**config.mk**
```make
export PLATFORM = sky130hd
export DESIGN_NAME = fft_frame_loader_flat
export DESIGN_NICKNAME = d
export VERILOG_FILES = /design/src/rtl/fft_frame_loader_if.sv /design/src/rtl/fft_frame_loader.sv /design/src/flat_wrapper.sv
export SDC_FILE = /design/constraint.sdc
export NUM_CORES = 1
export LEC_CHECK = 0
export ABC_AREA = 1
export CAP_MARGIN = 20
export CORE_MARGIN = 2
export CORE_UTILIZATION = 47
export DETAILED_ROUTE_END_ITERATION = 10
export HOLD_SLACK_MARGIN = 0.1
export PLACE_DENSITY = 0.81
export SYNTH_ARGS = -nofsm -noshare
export SYNTH_HDL_FRONTEND = slang
export SYNTH_SLANG_ARGS = --single-unit
```
**constraint.sdc**
```tcl
create_clock -name clk -period 1.8 [get_ports clk]
set_input_delay 0.27 -clock clk [delete_from_list [all_inputs] [get_ports clk]]
set_output_delay 0.27 -clock clk [all_outputs]
set_load 0.01 [all_outputs]
```
**src/rtl/fft_frame_loader_if.sv**
```systemverilog
// Sample-stream and FFT input-RAM write bus for fft_frame_loader.
// The slave side is the loader; the master side is the filter/FFT environment.
interface fft_frame_loader_if #(
    parameter int N_LOG2 = 10,
    parameter int DATA_W = 16
);
    logic                  s_valid;
    logic [DATA_W-1:0]     s_data;
    logic                  s_ready;
    logic                  ram_we;
    logic [N_LOG2-1:0]     ram_addr;
    logic [2*DATA_W-1:0]   ram_wdata;
    logic                  fft_start;
    logic                  fft_done;

    modport master (
        output s_valid, s_data, fft_done,
        input  s_ready, ram_we, ram_addr, ram_wdata, fft_start
    );

    modport slave (
        input  s_valid, s_data, fft_done,
        output s_ready, ram_we, ram_addr, ram_wdata, fft_start
    );
endinterface

```
**src/rtl/fft_frame_loader.sv**
```systemverilog
// Packs filtered samples into complex words, writes one N-point frame to the FFT
// input RAM, then starts the FFT. Define BIT_REVERSE_EN for bit-reversed addressing.
module fft_frame_loader #(
    parameter int N_LOG2 = 10,
    parameter int DATA_W = 16
) (
    input  logic                    clk,
    input  logic                    rst,
    input  logic                    enable,
    fft_frame_loader_if.slave       bus,
    output logic                    busy,
    output logic                    overrun,
    input  logic                    clr_overrun,
    output logic [15:0]             frame_cnt
);
    typedef enum logic [1:0] {IDLE, FILL, HAND, WAIT} state_t;

    localparam logic [N_LOG2-1:0] LAST = '1;

    state_t            state, state_next;
    logic [N_LOG2-1:0] count, count_next;
    logic              accept;

    function automatic logic [N_LOG2-1:0] addr_map(input logic [N_LOG2-1:0] c);
        logic [N_LOG2-1:0] r;
`ifdef BIT_REVERSE_EN
        for (int i = 0; i < N_LOG2; i++) r[i] = c[N_LOG2-1-i];
`else
        r = c;
`endif
        return r;
    endfunction

    // NOTE: every signal written here gets a default first, so no path leaves
    // one unassigned and no latch is inferred.
    always_comb begin
        state_next  = state;
        count_next  = count;
        bus.s_ready = 1'b0;
        accept      = 1'b0;
        busy        = (state != IDLE);
        case (state)
            IDLE: begin
                if (enable) begin
                    state_next = FILL;
                    count_next = '0;
                end
            end
            FILL: begin
                bus.s_ready = enable;
                accept      = bus.s_valid & enable;
                if (!enable) begin
                    state_next = IDLE;
                    count_next = '0;
                end else if (accept) begin
                    // count wraps LAST -> 0 here, the only place it can
                    count_next = count + 1'b1;
                    if (count == LAST) state_next = HAND;
                end
            end
            HAND: state_next = WAIT;
            WAIT: begin
                if (bus.fft_done) begin
                    state_next = enable ? FILL : IDLE;
                    count_next = '0;
                end
            end
            default: state_next = IDLE;
        endcase
    end

    // NOTE: sequential state uses non-blocking assignments so every register
    // samples the pre-edge values; all of them reset asynchronously.
    always_ff @(posedge clk or posedge rst) begin
        if (rst) begin
            state         <= IDLE;
            count         <= '0;
            bus.ram_we    <= 1'b0;
            bus.ram_addr  <= '0;
            bus.ram_wdata <= '0;
            bus.fft_start <= 1'b0;
            frame_cnt     <= '0;
            overrun       <= 1'b0;
        end else begin
            state         <= state_next;
            count         <= count_next;
            bus.ram_we    <= accept;
            if (accept) begin
                bus.ram_addr  <= addr_map(count);
                bus.ram_wdata <= {bus.s_data, {DATA_W{1'b0}}};
            end
            // fft_start follows the HAND cycle, so the last write lands first
            bus.fft_start <= (state == HAND);
            if (state == HAND) frame_cnt <= frame_cnt + 16'd1;
            if (bus.s_valid && !bus.s_ready && state != IDLE) overrun <= 1'b1;
            else if (clr_overrun)                             overrun <= 1'b0;
        end
    end
endmodule

```
**src/flat_wrapper.sv**
```systemverilog
// flat-port wrapper written by rule: the top's interface ports become plain ports
module fft_frame_loader_flat 
#(
    parameter int N_LOG2 = 10,
    parameter int DATA_W = 16
)
  (clk, rst, enable, busy, overrun, clr_overrun, frame_cnt, bus_s_valid, bus_s_data, bus_fft_done, bus_s_ready, bus_ram_we, bus_ram_addr, bus_ram_wdata, bus_fft_start);
  fft_frame_loader_if #(.N_LOG2(N_LOG2), .DATA_W(DATA_W)) bus_i ();
  input  logic clk;
  input  logic rst;
  input  logic enable;
  output logic busy;
  output logic overrun;
  input  logic clr_overrun;
  output logic [15:0] frame_cnt;
  input wire logic [$bits(bus_i.s_valid)-1:0] bus_s_valid;
  input wire logic [$bits(bus_i.s_data)-1:0] bus_s_data;
  input wire logic [$bits(bus_i.fft_done)-1:0] bus_fft_done;
  output wire logic [$bits(bus_i.s_ready)-1:0] bus_s_ready;
  output wire logic [$bits(bus_i.ram_we)-1:0] bus_ram_we;
  output wire logic [$bits(bus_i.ram_addr)-1:0] bus_ram_addr;
  output wire logic [$bits(bus_i.ram_wdata)-1:0] bus_ram_wdata;
  output wire logic [$bits(bus_i.fft_start)-1:0] bus_fft_start;
  assign bus_i.s_valid = bus_s_valid;
  assign bus_i.s_data = bus_s_data;
  assign bus_i.fft_done = bus_fft_done;
  assign bus_s_ready = bus_i.s_ready;
  assign bus_ram_we = bus_i.ram_we;
  assign bus_ram_addr = bus_i.ram_addr;
  assign bus_ram_wdata = bus_i.ram_wdata;
  assign bus_fft_start = bus_i.fft_start;
  fft_frame_loader #(.N_LOG2(N_LOG2), .DATA_W(DATA_W)) u_core (.clk(clk), .rst(rst), .enable(enable), .bus(bus_i), .busy(busy), .overrun(overrun), .clr_overrun(clr_overrun), .frame_cnt(frame_cnt));
endmodule
```
After elaboration in Yosys (flattened, before gate mapping). Index checks and enable logic that the tools add are counted.

Bits in registers: 57. Input bits: 22. Output and inout port bits: 63. Logic and storage cells: 44.

Add/subtract/negate cells: 2. Eq/ne operators: 8. Muxes and demuxes: 16. Bitwise logic cells: 1. Reduce and logical (&&, ||, !) cells: 9.

Operators with widths (number): $mux W10 (4); $pmux W10 S3 (1); $add A16 B1 Y16 const B (1); $add A10 B1 Y10 const B (1); $eq A10 B10 Y1 const B (1); $mux W2 (5); $pmux W2 S4 (1); $reduce_and A4 Y1 (2); $ne A3 B2 Y1 const B (2); $mux W1 (5); $eq A2 B2 Y1 const B (2); $ne A2 B2 Y1 const B (2); $reduce_bool A2 Y1 (2); $reduce_bool A3 Y1 (1); $eq A2 B1 Y1 const B (1); $logic_and A1 B1 Y1 (2); $logic_not A2 Y1 (1); $and A1 B1 Y1 (1); $logic_not A1 Y1 (1).

Longest topological paths before layout.
Depth in word-level cells: 6. Gate-level depth with buffers: 10. Depth with buffers taken out: 10.

Worst setup path after synthesis. OpenSTA, ideal clock, no wires.

Path kind: reg2reg. From: reg u_core.count[0]. To: reg (tool-made name). Setup time: 0.120 ns. Arrival time: 1.426 ns. Data required time: 1.680 ns. Path slack: 0.254 ns. Stages on the path, launching flop included: 9. Buffers on the path: 0. Period minus slack after synthesis: 1.546 ns. Path through: dfrtp_1 -> ha_1 -> nand2_1 -> nor2_1 -> nand2_1 -> o21ai_1 -> nand2_1 -> o21ai_1 -> nand2_1.

RTL lines: from (decl) (line fft_frame_loader.sv:21) `logic [N_LOG2-1:0] count, count_next;`; from (signal assigned) (line fft_frame_loader.sv:86) `count <= count_next;`.

Final worst setup path.
From: reg u_core.frame_cnt[11]. To: out frame_cnt[11].

RTL lines: from (decl) (line fft_frame_loader.sv:14) `output logic [15:0] frame_cnt`; from (signal assigned) (line fft_frame_loader.sv:94) `if (state == HAND) frame_cnt <= frame_cnt + 16'd1;`; to (decl) (line flat_wrapper.sv:15) `output logic [15:0] frame_cnt;`.

No word-level cell between the ends.

==> metrics.md <==
| Metric | Value |
|---|---|
| Synth Area in Simple Gates | `between 20% and 30%` |
| Slew headroom | `around 60%` |
| Slew Limit Fails | `0` |
| XOR/XNOR share of the synthesized area | `4.60%` |
| Max-cap violations | `0` |
| CTS Sinks | `57` |
| Clk_lat worst skew | `0.33 ns` |
| Met3 routed WL | `around 360 um` |
| Global-route wire length before repair | `just under 10000 um` |
| GRT Overall Usage | `roughly a fifth` |
| Commonest cells after routing, fill and taps aside | `102 x nand2_1, 66 x clkdlybuf4s50_1, 55 x dfrtp_1` |
| Num rows | `28` |
| Hold WC Path Type | `in -> async` |
| WP data arrival | `between 1 and 1.5 ns` |
| TritonCTS clock tree | `built` |
| Fin crit share | `between 80 and 90%` |
| Routed Antenna Nets | `0` |
| CP peak stage delay | `0.57 ns` |
| Adder-cell share of the synthesized area | `0.875%` |
| Critical-path top delay cell | `clkdlybuf4s50_1` |
| Fin nets | `approximately 430` |
| DR DRC count | `0` |
| DP HPWL | `4410 um` |
| Hold Buf Count CTS | `0` |
| Warnings, synthesis | `0` |
| Die width | `roughly 82 um` |
| Core box area | `around 0.006 mm^2` |
| Starting Density | `48.6%` |
| Layout cells sized above 1 | `roughly 15%` |
| Met1 WL | `2640 um` |
| F_max | `roughly 620 MHz` |
| Post-synthesis mux area share | `0%` |
| Kind of cell adding the most delay to the critical path | `buffers and inverters` |
| # IOs | `85` |
| Synth Area in Compound Gates | `between 6 and 7%` |
| Outcome | `completed` |
| Maximum VDD drop | `between 0.0008 and 0.0009 V` |
| WS Path Type | `reg -> out` |
| Total power | `around 4.8 mW` |
| Netlist cell types | `29` |
| Period minus WS final | `roughly 1.6 ns` |
| Startpoint types | `flop` |
| PwrDens | `1250 mW/mm^2` |
| Antenna violations before repair | `0` |
| Syn Area/Cell | `8.85 um^2` |
| DR iter-0 viols | `roughly 100` |
| Worst-Margin Slew | `a little under 0.6 ns` |
| CTS H-Tree Depth | `3` |
| DIE AREA | `between 0.006 and 0.007 mm^2` |
| R2r worst-path depth | `9` |
| CP startpoint | `u_core.frame_cnt[11]$_DFFE_PP0P_` |
| Clk root buf | `clkbuf_8` |
| Fin. Hold Viols | `0` |
| Layout area overhead | `33.0%` |
| FF+latch count, synth | `57` |
| Crit Path Max Fanout | `5` |
| Vert. Die Dim | `82.0 um` |
| Sequential area share after synthesis | `49.9%` |
| Syn Std Cell Area | `0.00286 mm^2` |
| Final Cell Area | `roughly 0.0038 mm^2` |
| Worst hold margin | `around 0.26 ns` |
| Routability Congestion | `roughly 0.83` |
| Met2 wire len | `~2900 um` |
| DR pass1 iterations | `4` |
| DR WL/cell | `12.4 um` |
| Via density | `around 4.8` |
| Crit. End Element | `output port` |
| Ant. Diodes | `0` |
| WP data required | `around 1.5 ns` |
| Setup TNS | `0 ns` |
| Commonest non-fill, non-tap cell in the layout | `nand2_1` |
| CTS max path bufs | `2` |
| Total length of routed wires | `around 6000 um` |
| Static Leakage | `around 1.8 nW` |
| Mapped Cells | `roughly 320` |
| Synth top area share | `49.9%` |
| Congestion Overflow GR | `0` |
| Total CTS buffers | `9` |
| Ranking of synthesized cells by area | `dfrtp_1 50%, nand2_1 13%, buf_4 4.5%` |
| Final core utilization | `64.6%` |
| I/O Buffers | `68` |
| Top sig layer | `met4` |
| Cell taking the most area after synthesis | `dfrtp_1` |
| Placed inst area | `about 0.0036 mm^2` |
| Routed via count | `2317` |
| Worst r2r src | `u_core.state[0]$_DFFE_PP0P_` |
| CP cell instances | `clkdlybuf4s50_1` |
| Worst path depth | `1` |
| RSZ-0062 raised after global routing | `false` |
| Vias in the first global route | `between 2000 and 2500` |
| Buf+Inv Stages, Crit Path | `1` |
| CTS clock-pin slew for the worst setup and hold paths | `around 0.060 ns` |
| Setup Viol. Count Final | `0` |
| Clock skew | `0.00705 ns` |
| Largest family of logic cells by synthesized area | `simple AND/OR/NAND/NOR gates` |
| Largest net degree at the start of global routing | `36` |
## metal layers
layer	track usage [%]	vias up
li1	-	1144
met5	0	-
met4	8.67	0
met3	5.16	17
met1	24.1	1081
met2	30.8	75
## cells in the mapped netlist
cell type / count
nor2_8: 2
buf_4: 17
conb_1: 1
nand2_1: 102
nor2_2: 3
nand4_1: 9
xor2_1: 7
o32ai_1: 1
o21ai_2: 11
inv_1: 32
o21ai_0: 5
inv_2: 5
a21oi_4: 1
nand3_1: 16
dfrtp_1: 57
nand2_4: 4
nand2_2: 3
a21oi_1: 1
nor4_1: 1
buf_6: 5
nor2_1: 19
nor3_2: 1
nor3_1: 1
ha_1: 2
xnor2_1: 8
inv_4: 1
o21ai_1: 5
nor2_4: 2
nand3_2: 1
## where the power goes
group / internal, mW / switching, mW
registers: 1.59 / 0.232
clock network: 0.702 / 0.472
logic: 0.846 / 0.928
## final timing paths
check / slack [ns] / endpoint
worst min-delay path: 0.26 / u_core.frame_cnt[10]$_DFFE_PP0P_
worst min register to register: 0.47 / u_core.bus.ram_wdata[25]$_DFFE_PP0P_
max in group asynchronous: 1.04 / u_core.bus.ram_wdata[16]$_DFFE_PP0P_
min in group clk: 0.47 / u_core.bus.ram_wdata[25]$_DFFE_PP0P_
worst max register to register: 0.19 / u_core.frame_cnt[15]$_DFFE_PP0P_
worst max-delay path: 0.19 / frame_cnt[11]
## worst reg2reg max path: cells and delay by family (launching register included)
| family | cells | cell delay [ns] |
|---|---|---|
| buffers and inverters | 2 | 0.24 |
| DFF | 1 | 0.47 |
| and+or+nand+nor | 7 | 0.81 |
## state kept, by name, summed over array words and instances, names as in the netlist, named ones only
register              count
u_core.count             10
u_core.overrun            1
u_core.bus.fft_start      1
u_core.bus.ram_wdata     16
u_core.frame_cnt         16
u_core.bus.ram_addr      10
u_core.bus.ram_we         1
u_core.state              1
## final cells by class
| type | instances | area, um^2 |
|---|---|---|
| sequential | 57 | 1430 |
| multi-input combinational | 221 | 1170 |
| clock buffer | 12 | 155 |
| tap | 75 | 93.8 |
| timing repair buffer | 78 | 769 |
| inverter | 38 | 145 |
| fill | 479 | 2080 |
| clock inverter | 3 | 40.0 |
## stage by stage
stage	setup slack (ns)	cells
floorplan	0.130	338
global placement	0.0639	467
detailed placement	0.0370	467
CTS	0.00486	483
global route	0.0331	484
finish	0.189	484
## timing repair
item / CTS / global route
setup buffers: 1 / 1
setup endpoints to repair: 2 / 2
hold endpoints to repair: 0 / 0
resized for setup: 4 / 3
## kinds of logic (layout without fill, tap and decap cells)
logic type / after synthesis / after routing
XOR/XNOR: 15 / 15
adder cells (fa/ha/maj): 2 / 2
other: 1 / 16
AO/OA/AOI/OAI: 24 / 24
buffers and inverters: 60 / 131
flip-flops: 57 / 57
AND/OR/NAND/NOR: 164 / 164
Note: power is estimated with default switching activity, not from simulation.
